--- src/rtl/control_pkg.sv ---
// Shared encodings for the multicycle MIPS-subset control unit:
// FSM states, instruction fields, ALU operation codes and next-PC selects.
package control_pkg;

    typedef enum logic [2:0] {
        ST_FETCH  = 3'd0,
        ST_DECODE = 3'd1,
        ST_EXEC   = 3'd2,
        ST_MEM    = 3'd3,
        ST_WB     = 3'd4
    } state_t;

    typedef logic [2:0] alu_code_t;

    localparam logic [5:0] OP_RTYPE = 6'b000000;
    localparam logic [5:0] OP_J     = 6'b000010;
    localparam logic [5:0] OP_BEQ   = 6'b000100;
    localparam logic [5:0] OP_ADDI  = 6'b001000;
    localparam logic [5:0] OP_ANDI  = 6'b001100;
    localparam logic [5:0] OP_ORI   = 6'b001101;
    localparam logic [5:0] OP_LW    = 6'b100011;
    localparam logic [5:0] OP_SW    = 6'b101011;

    localparam logic [5:0] FN_ADD = 6'b100000;
    localparam logic [5:0] FN_SUB = 6'b100010;
    localparam logic [5:0] FN_AND = 6'b100100;
    localparam logic [5:0] FN_OR  = 6'b100101;
    localparam logic [5:0] FN_SLT = 6'b101010;

    localparam alu_code_t ALU_ADD = 3'b000;
    localparam alu_code_t ALU_SUB = 3'b001;
    localparam alu_code_t ALU_AND = 3'b010;
    localparam alu_code_t ALU_OR  = 3'b011;
    localparam alu_code_t ALU_SLT = 3'b100;

    localparam logic [1:0] SEL_PC_INC    = 2'b00;
    localparam logic [1:0] SEL_PC_BRANCH = 2'b01;
    localparam logic [1:0] SEL_PC_JUMP   = 2'b10;

    // Instructions whose B operand comes from the sign-extended immediate.
    function automatic logic uses_sign_imm(input logic [5:0] op);
        return (op == OP_ADDI) || (op == OP_LW) || (op == OP_SW);
    endfunction

    function automatic logic uses_imm(input logic [5:0] op);
        return uses_sign_imm(op) || (op == OP_ANDI) || (op == OP_ORI);
    endfunction

endpackage

--- src/rtl/control_multiciclo_alu_ctrl.sv ---
// Combinational decode of (opcode, funct) into an ALU operation code,
// flagging any opcode or R-type funct the datapath does not support.
module alu_ctrl
    import control_pkg::*;
(
    input  logic [5:0] opcode,
    input  logic [5:0] funct,
    output alu_code_t  alu_op,
    output logic       invalid
);

    always_comb begin
        alu_op  = ALU_ADD;
        invalid = 1'b0;
        case (opcode)
            OP_RTYPE: begin
                case (funct)
                    FN_ADD:  alu_op = ALU_ADD;
                    FN_SUB:  alu_op = ALU_SUB;
                    FN_AND:  alu_op = ALU_AND;
                    FN_OR:   alu_op = ALU_OR;
                    FN_SLT:  alu_op = ALU_SLT;
                    default: invalid = 1'b1;
                endcase
            end
            OP_ADDI, OP_LW, OP_SW: alu_op = ALU_ADD;
            OP_ANDI:               alu_op = ALU_AND;
            OP_ORI:                alu_op = ALU_OR;
            // beq compares by subtracting; zero comes back from the ALU
            OP_BEQ:                alu_op = ALU_SUB;
            OP_J:                  alu_op = ALU_ADD;
            default:               invalid = 1'b1;
        endcase
    end

endmodule

--- src/rtl/control_multiciclo.sv ---
// Multicycle control FSM (FETCH/DECODE/EXEC/MEM/WB) for the MIPS-subset
// datapath; strobes are decoded from the current state and IR fields.
module control_multiciclo
    import control_pkg::*;
#(
    parameter int ALU_W = 3
)
(
    input  logic             reloj,
    input  logic             reset,
    input  logic [5:0]       opcode,
    input  logic [5:0]       funct,
    input  logic             zero,
    input  logic             mem_ack,
    output logic             mem_req,
    output logic             mem_we,
    output logic             sel_addr,
    output logic             ir_wr,
    output logic             pc_wr,
    output logic [1:0]       sel_pc,
    output logic             REG_RD,
    output logic             REG_WR,
    output logic             SEL_I,
    output logic             sel_b,
    output logic             reg_dst,
    output logic             sel_wb,
    output logic [ALU_W-1:0] alu_op,
    output logic             ilegal
);

    state_t    state;
    logic      ilegal_q;
    alu_code_t dec_op;
    logic      dec_invalid;

    alu_ctrl u_alu_ctrl (
        .opcode  (opcode),
        .funct   (funct),
        .alu_op  (dec_op),
        .invalid (dec_invalid)
    );

    // The ilegal flag is captured on the DECODE->EXEC edge so the pulse
    // lines up exactly with the EXEC cycle of the offending instruction.
    always_ff @(posedge reloj or negedge reset) begin
        if (!reset) begin
            state    <= ST_FETCH;
            ilegal_q <= 1'b0;
        end else begin
            ilegal_q <= (state == ST_DECODE) && dec_invalid;
            case (state)
                ST_FETCH: begin
                    if (mem_ack)
                        state <= ST_DECODE;
                end
                ST_DECODE: state <= ST_EXEC;
                ST_EXEC: begin
                    if (dec_invalid)
                        state <= ST_FETCH;
                    else begin
                        case (opcode)
                            OP_RTYPE, OP_ADDI, OP_ANDI, OP_ORI: state <= ST_WB;
                            OP_LW, OP_SW:                       state <= ST_MEM;
                            default:                            state <= ST_FETCH;
                        endcase
                    end
                end
                ST_MEM: begin
                    if (mem_ack)
                        state <= (opcode == OP_LW) ? ST_WB : ST_FETCH;
                end
                ST_WB:   state <= ST_FETCH;
                default: state <= ST_FETCH;
            endcase
        end
    end

    assign ilegal = ilegal_q;

    // There is no ALU output register, so the ALU operand selects stay
    // applied through MEM and WB to keep the address/result stable.
    always_comb begin
        mem_req  = 1'b0;
        mem_we   = 1'b0;
        sel_addr = 1'b0;
        ir_wr    = 1'b0;
        pc_wr    = 1'b0;
        sel_pc   = SEL_PC_INC;
        REG_RD   = 1'b1;
        REG_WR   = 1'b1;
        SEL_I    = 1'b0;
        sel_b    = 1'b0;
        reg_dst  = 1'b0;
        sel_wb   = 1'b0;
        alu_op   = '0;
        if (reset) begin
            if ((state == ST_EXEC || state == ST_MEM || state == ST_WB) && !dec_invalid) begin
                alu_op = ALU_W'(dec_op);
                SEL_I  = uses_sign_imm(opcode);
                sel_b  = uses_imm(opcode);
            end
            case (state)
                ST_FETCH: begin
                    mem_req = 1'b1;
                    if (mem_ack) begin
                        ir_wr  = 1'b1;
                        pc_wr  = 1'b1;
                        sel_pc = SEL_PC_INC;
                    end
                end
                ST_DECODE: REG_RD = 1'b0;
                ST_EXEC: begin
                    if (!dec_invalid) begin
                        case (opcode)
                            OP_BEQ: begin
                                pc_wr  = zero;
                                sel_pc = SEL_PC_BRANCH;
                            end
                            OP_J: begin
                                pc_wr  = 1'b1;
                                sel_pc = SEL_PC_JUMP;
                            end
                            default: ;
                        endcase
                    end
                end
                ST_MEM: begin
                    mem_req  = 1'b1;
                    sel_addr = 1'b1;
                    mem_we   = (opcode == OP_SW);
                end
                ST_WB: begin
                    REG_WR  = 1'b0;
                    reg_dst = (opcode == OP_RTYPE);
                    sel_wb  = (opcode == OP_LW);
                end
                default: ;
            endcase
        end
    end

endmodule

--- config.mk ---
export PLATFORM = sky130hd
export DESIGN_NAME = control_multiciclo
export DESIGN_NICKNAME = d
export VERILOG_FILES = /design/src/rtl/control_pkg.sv /design/src/rtl/control_multiciclo_alu_ctrl.sv /design/src/rtl/control_multiciclo.sv
export SDC_FILE = /design/constraint.sdc
export NUM_CORES = 1
export LEC_CHECK = 0
export CELL_PAD_IN_SITES_DETAIL_PLACEMENT = 0
export CELL_PAD_IN_SITES_GLOBAL_PLACEMENT = 2
export CORE_UTILIZATION = 21
export DETAILED_ROUTE_END_ITERATION = 10
export GPL_TIMING_DRIVEN = 0
export HOLD_SLACK_MARGIN = 0.02
export PLACE_DENSITY_LB_ADDON = 0.15
export SYNTH_ARGS = -nofsm -noshare
export SYNTH_HDL_FRONTEND = slang
export SYNTH_SLANG_ARGS = --single-unit
--- constraint.sdc ---
create_clock -name reloj -period 7.3 [get_ports reloj]
set_input_delay 1.825 -clock reloj [delete_from_list [all_inputs] [get_ports reloj]]
set_output_delay 1.825 -clock reloj [all_outputs]
set_load 0.02 [all_outputs]
==> results.toml, run 1 <==
[status]
status = "complete, but fails checks"
violations = "design-rule violations"

[sta]
grt_setup_unrepaired = "false"
finalSetupTns_ps = 0
fmax_mhz = 163
fin_crit_sh = 0.842
fin_skew_ps = 4.55
tightest_slew_ps = 610
slew_headroom = 0.590
setup_viol = 0
fin_crit_ps = 6150
finalWorstSetupSlack_ps = 1150
hold_violations = 0
final_max_slew_viol_count = 0

[floorplanning]
initial_utilization = 0.226
die_x_um = 57.0
fp.dieH_um = 57.0
die_area_mm2 = 0.00324
rows = 19
core_mm2 = 0.00281
io-pin-count = 33

[global_route]
overflow = 0
grt_util_met2 = 0.193
grt_use_met3 = 0.0317
grt_max_degree = 11
grt_use_met1 = 0.194
grt_pass1_vias = 773
grt-busiest-layer = "met1"
grt_usage = 0.133
grt_pass1_wl_um = 3450
antenna_found_initial = 0

[routing]
drc = 2
postRouteAntennaNets = 0
detail_route.wl_per_cell_um = 13.6
finalWirelength_um = 2020
drt-vias-per-instance = 5.07
drtPass1Iterations = 7
drtIter0Drc = 32
routed-via-count = 751

[finish]
drive_gt1_frac = 0.128
seq_area_um2 = 100
diodes = 0
area_growth_pct = 58.6
final_core_util = 0.359
multi_input_area_um2 = 495
nets = 135
n_fill_cell = 310

[logic_synthesis]
ys_warn_count = 0
synth_nets = 99
async_reset_ff_frac = 1.00
synth_edf_count = 0
synth_cells = 83
ys_seq_area_frac = 0.158
synthFlopType = "dfrtp_1"
avgSynthCellArea_um2 = 7.64
syn_area_um2 = 634
synth-seq-cells = 4
synth.distinct_cells = 41

[worst_setup_path]
cp.depth = 6
criticalPathCategory = "in -> out"
worst_setup_path_start_kind = "input pin"
cp_top_family = "buffers and inverters"
worst-path-buf-inv = 2
required_ps = 5480
reg2regPathDepth = 5
arrival_ps = 4320
crit_chain = "clkdlybuf4s50_1 -> mux2_4 -> o311a_1 -> or4_4 -> nor4_2 -> clkdlybuf4s50_1"
endpoint_kind = "primary output"
crit_path_top_delay_cell = "clkdlybuf4s50_1"
crit_fanout = 5
critical-path-max-stage-delay_ps = 640
cpMostUsedCell = "clkdlybuf4s50_1"

[flow_run]
drv_cap = 0

[hold_path]
hold_class = "reg -> reg"
hold_depth = 1

[clock_network]
clkTransAtPathRegs_ps = 40
cts-buffers-inserted = 3
cts_tree = "yes"
clock-sinks = 4
ctsHtreeMaxLevel = 1
insertion_delay_ps = 230
post_cts_resized = 0
ctsHoldBuffers = 0
clk_path_buf_depth = 2
cts_root_buffer = "clkbuf_4"
post_cts_buffers = 0

[placement]
place_hpwl_um = 1540
portBuffers = 31
gp_congestion = 0.736
preCtsSetupSlack_ps = 1150

[power]
cellLeakagePower_uw = 0.000328
p_per_area_mw_per_mm2 = 170
peakVddDrop_uv = 74.6
==> layer usage <==
metal  routed length [um]  vias to the layer above  share of wire
met2                  858                       23           0.43
met1                 1070                      345           0.53
met4                    0                        0              0
li1                     -                      383              -
met5                    0                        -              0
met3                   92                        0          0.046
==> cell type report <==
class / count / share of cell area
Sequential cell: 4 / 0.0995
Buffer: 5 / 0.0348
Timing Repair Buffer: 31 / 0.308
Inverter: 1 / 0.00373
Tap cell: 31 / 0.0386
Multi-Input combinational cell: 73 / 0.493
Clock buffer: 3 / 0.0224
==> cell usage in the layout, fill, tap and decap left out, drive strengths merged, types with 4 or more instances in the layout <==
master         count
clkdlybuf4s50     31
nor2               9
nor3               6
nand2              6
nand3              5
clkbuf             5
o21ai              4
dfrtp              4
nor4               4
==> cell families after synthesis <==
family | count (synthesis) | share of synthesized area
AND/OR/NAND/NOR | 54 | 0.548
AO/OA/AOI/OAI | 16 | 0.179
buffers and inverters | 6 | 0.0611
flip-flops | 4 | 0.158
multiplexers | 2 | 0.0394
XOR/XNOR | 1 | 0.0138
==> cells in the mapped netlist (2+ instances only) <==
cell | number | area share
a21oi_1 | 3 | 0.024
nor2b_1 | 3 | 0.030
and3_1 | 2 | 0.020
nand2b_1 | 3 | 0.030
nand3_1 | 5 | 0.039
nor3_1 | 6 | 0.047
nor2_1 | 9 | 0.053
nor3b_1 | 2 | 0.024
nor4_1 | 2 | 0.020
dfrtp_1 | 4 | 0.16
nand3b_1 | 3 | 0.036
clkbuf_1 | 2 | 0.012
nand2_1 | 6 | 0.036
o21ai_0 | 4 | 0.032
o21a_1 | 2 | 0.024
buf_6 | 2 | 0.036
==> final timing paths <==
kind	start	to	slack [ps]
max in group asynchronous	reset	state[1]	5200
min in group asynchronous	reset	state[2]	1860
setup / recovery	funct[2]	alu_op[2]	1150
setup reg to reg	state[0]	state[0]	6010
hold / removal	state[2]	state[1]	580
hold reg to reg	state[2]	state[1]	580
==> metrics by stage <==
stage,cell area [um^2],total power (uW),std cells,hold slack (ps)
detailed placement,983,144,145,566
global route,1010,187,148,608
finish,1010,171,148,581
CTS,1010,173,148,575
floorplan,634,101,83,514
global placement,983,144,145,583
==> registers in the layout, indices dropped and copies added (netlist names) <==
signal	cells
state	3
ilegal	1
==> power breakdown <==
| part | internal (uW) | switching (uW) | total, uW |
|---|---|---|---|
| sequential | 30.5 | 3.64 | 34.2 |
| combinational | 47.9 | 61.6 | 109 |
| clock | 18.4 | 8.82 | 27.2 |
Note: power is estimated with default switching activity, not from simulation.
==> run 2, diff against run 1 <==
--- a/config.mk
+++ b/config.mk
@@ -7,7 +7,7 @@
 export LEC_CHECK = 0
 export CELL_PAD_IN_SITES_DETAIL_PLACEMENT = 0
 export CELL_PAD_IN_SITES_GLOBAL_PLACEMENT = 2
-export CORE_UTILIZATION = 21
+export CORE_UTILIZATION = 20
 export DETAILED_ROUTE_END_ITERATION = 10
 export GPL_TIMING_DRIVEN = 0
 export HOLD_SLACK_MARGIN = 0.02
==> constraint.sdc (replaced) <==
create_clock -name reloj -period 5.95 [get_ports reloj]
set_input_delay 1.4875 -clock reloj [delete_from_list [all_inputs] [get_ports reloj]]
set_output_delay 1.4875 -clock reloj [all_outputs]
set_load 0.02 [all_outputs]
==> run 2 against run 1 <==
Against the previous run: clock power increased by 22%; routed wire length increased by 2.4%; sequential share of layout area is 0.16 points lower; largest power group unchanged; critical path depth unchanged; worst hold slack better by 51 ps; register-to-register slack worse by 1300 ps; power is 22% higher; die area grew 4.8%; worst setup slack got worse by 650 ps; non-clock buffer count did not move; the flow now finishes without violations; count of clock-buffer cells in the layout stayed put; final cell count is 8.8% higher.
==> results.toml, run 2 (same netlist as run 1, synthesis figures left out) <==
[placement]
portBuffers = 31
gp_congestion = 0.713
place_hpwl_um = 1560
dpl_cell_area_um2 = 1000

[worst_setup_path]
worst_setup_path_start_kind = "input pin"
criticalPathCategory = "in -> out"
crit_fanout = 5
required_ps = 4460
arrival_ps = 3960
endpoint_kind = "primary output"

[sta]
fin_crit_ps = 5450
fin_skew_ps = 6.62
grt_setup_unrepaired = "false"
setup_viol = 0
slew_headroom = 0.557
tightest_slew_ps = 660
finalSetupTns_ps = 0
final_max_slew_viol_count = 0
hold_violations = 0
fmax_mhz = 184
whs_ps = 632
fin_crit_sh = 0.916

[global_route]
grt_max_degree = 11
overflow = 0
grt_pass1_vias = 743
grt_pass1_wl_um = 3340
grt_usage = 0.126
antenna_found_initial = 0

[power]
peakVddDrop_uv = 100
cellLeakagePower_uw = 0.000328
p_per_area_mw_per_mm2 = 205
power_uw = 209

[finish]
final_cell_mix = "clkdlybuf4s50_1, nor2_1, nor3_1, nand2_1, nand3_1"
largest_reg_flops = 3
n_fill_cell = 331
final_common_cell = "clkdlybuf4s50_1"
diodes = 0
final_cell_area_mm2 = 0.00102
area_growth_pct = 61.1
nets = 135
top_register = "state"
drive_gt1_frac = 0.128
final_core_util = 0.338

[hold_path]
hold_class = "reg -> reg"

[clock_network]
cts_tree = "yes"
ctsHoldBuffers = 0
post_cts_resized = 0
post_cts_buffers = 0
ctsHtreeMaxLevel = 1
cts_root_buffer = "clkbuf_4"
insertion_delay_ps = 230
clkTransAtPathRegs_ps = 40
clk_path_buf_depth = 2
cts-buffers-inserted = 3
clock-sinks = 4

[routing]
drt-vias-per-instance = 4.87
routed-via-count = 784
drtPass1Iterations = 4
drtIter0Drc = 13
drc = 0
finalWirelength_um = 2060
detail_route.wl_per_cell_um = 12.8
postRouteAntennaNets = 0

[floorplanning]
io-pin-count = 33
core_mm2 = 0.00303
rows = 20
die_x_um = 58.3
die_area_mm2 = 0.00340
fp.dieH_um = 58.3
initial_utilization = 0.210

[flow_run]
drv_cap = 0

[status]
status = "complete, no violations"
==> run 2: cell counts in the layout (fill, tap and decap cells not counted) <==
Identical to the previous run, type by type.
==> run 2: worst paths after layout <==
path                       slack, ps       end      from  depth (start not counted)
hold / removal                   630  state[1]  state[2]                          1
min in group asynchronous       1510    ilegal     reset                          1
setup reg to reg                4660    ilegal  state[0]                          3
hold reg to reg                  630  state[1]  state[2]                          1
setup / recovery                 500     SEL_I  funct[2]                          6
max in group asynchronous       4200  state[1]     reset                          1
==> run 2: final cells by class <==
cell class              instances  area [um^2]  share of cell area
repair buffers                 31          310               0.304
plain buffers                   5         35.0              0.0343
flip-flops and latches          4          100              0.0979
multi-input cells              73          495               0.485
well taps                      44         55.1              0.0539
clock buffers                   3         22.5              0.0220
inverters                       1         3.75             0.00367
==> run 2: power breakdown <==
group | switching, uW | leakage [uW] | internal (uW)
combinational | 75.7 | 0.000263 | 58.7
clock | 10.6 | 0.0000138 | 22.5
sequential | 4.32 | 0.0000512 | 37.5
total | 90.6 | 0.000328 | 119
==> run 2: worst max-delay path, cell delays in order <==
cell and delay (ps):
clkdlybuf4s50_1 510, mux2_4 320, o311a_1 310, or4_4 480, nor4b_2 220, clkdlybuf4s50_1 630
==> run 2: layer usage <==
metal  vias to the layer above  track usage  routed length [um]
met3                         2       0.0352                 116
met5                         -            0                   0
met1                       366        0.165                 996
met2                        27        0.210                 941
met4                         0       0.0204                  10
li1                        389            -                   -
==> run 2: per-stage QoR <==
stage	instances	worst slack [ps]
after floorplan	83	1430
after global placement	158	476
after detailed placement	158	486
after CTS	161	483
after global routing	161	377
final	161	502
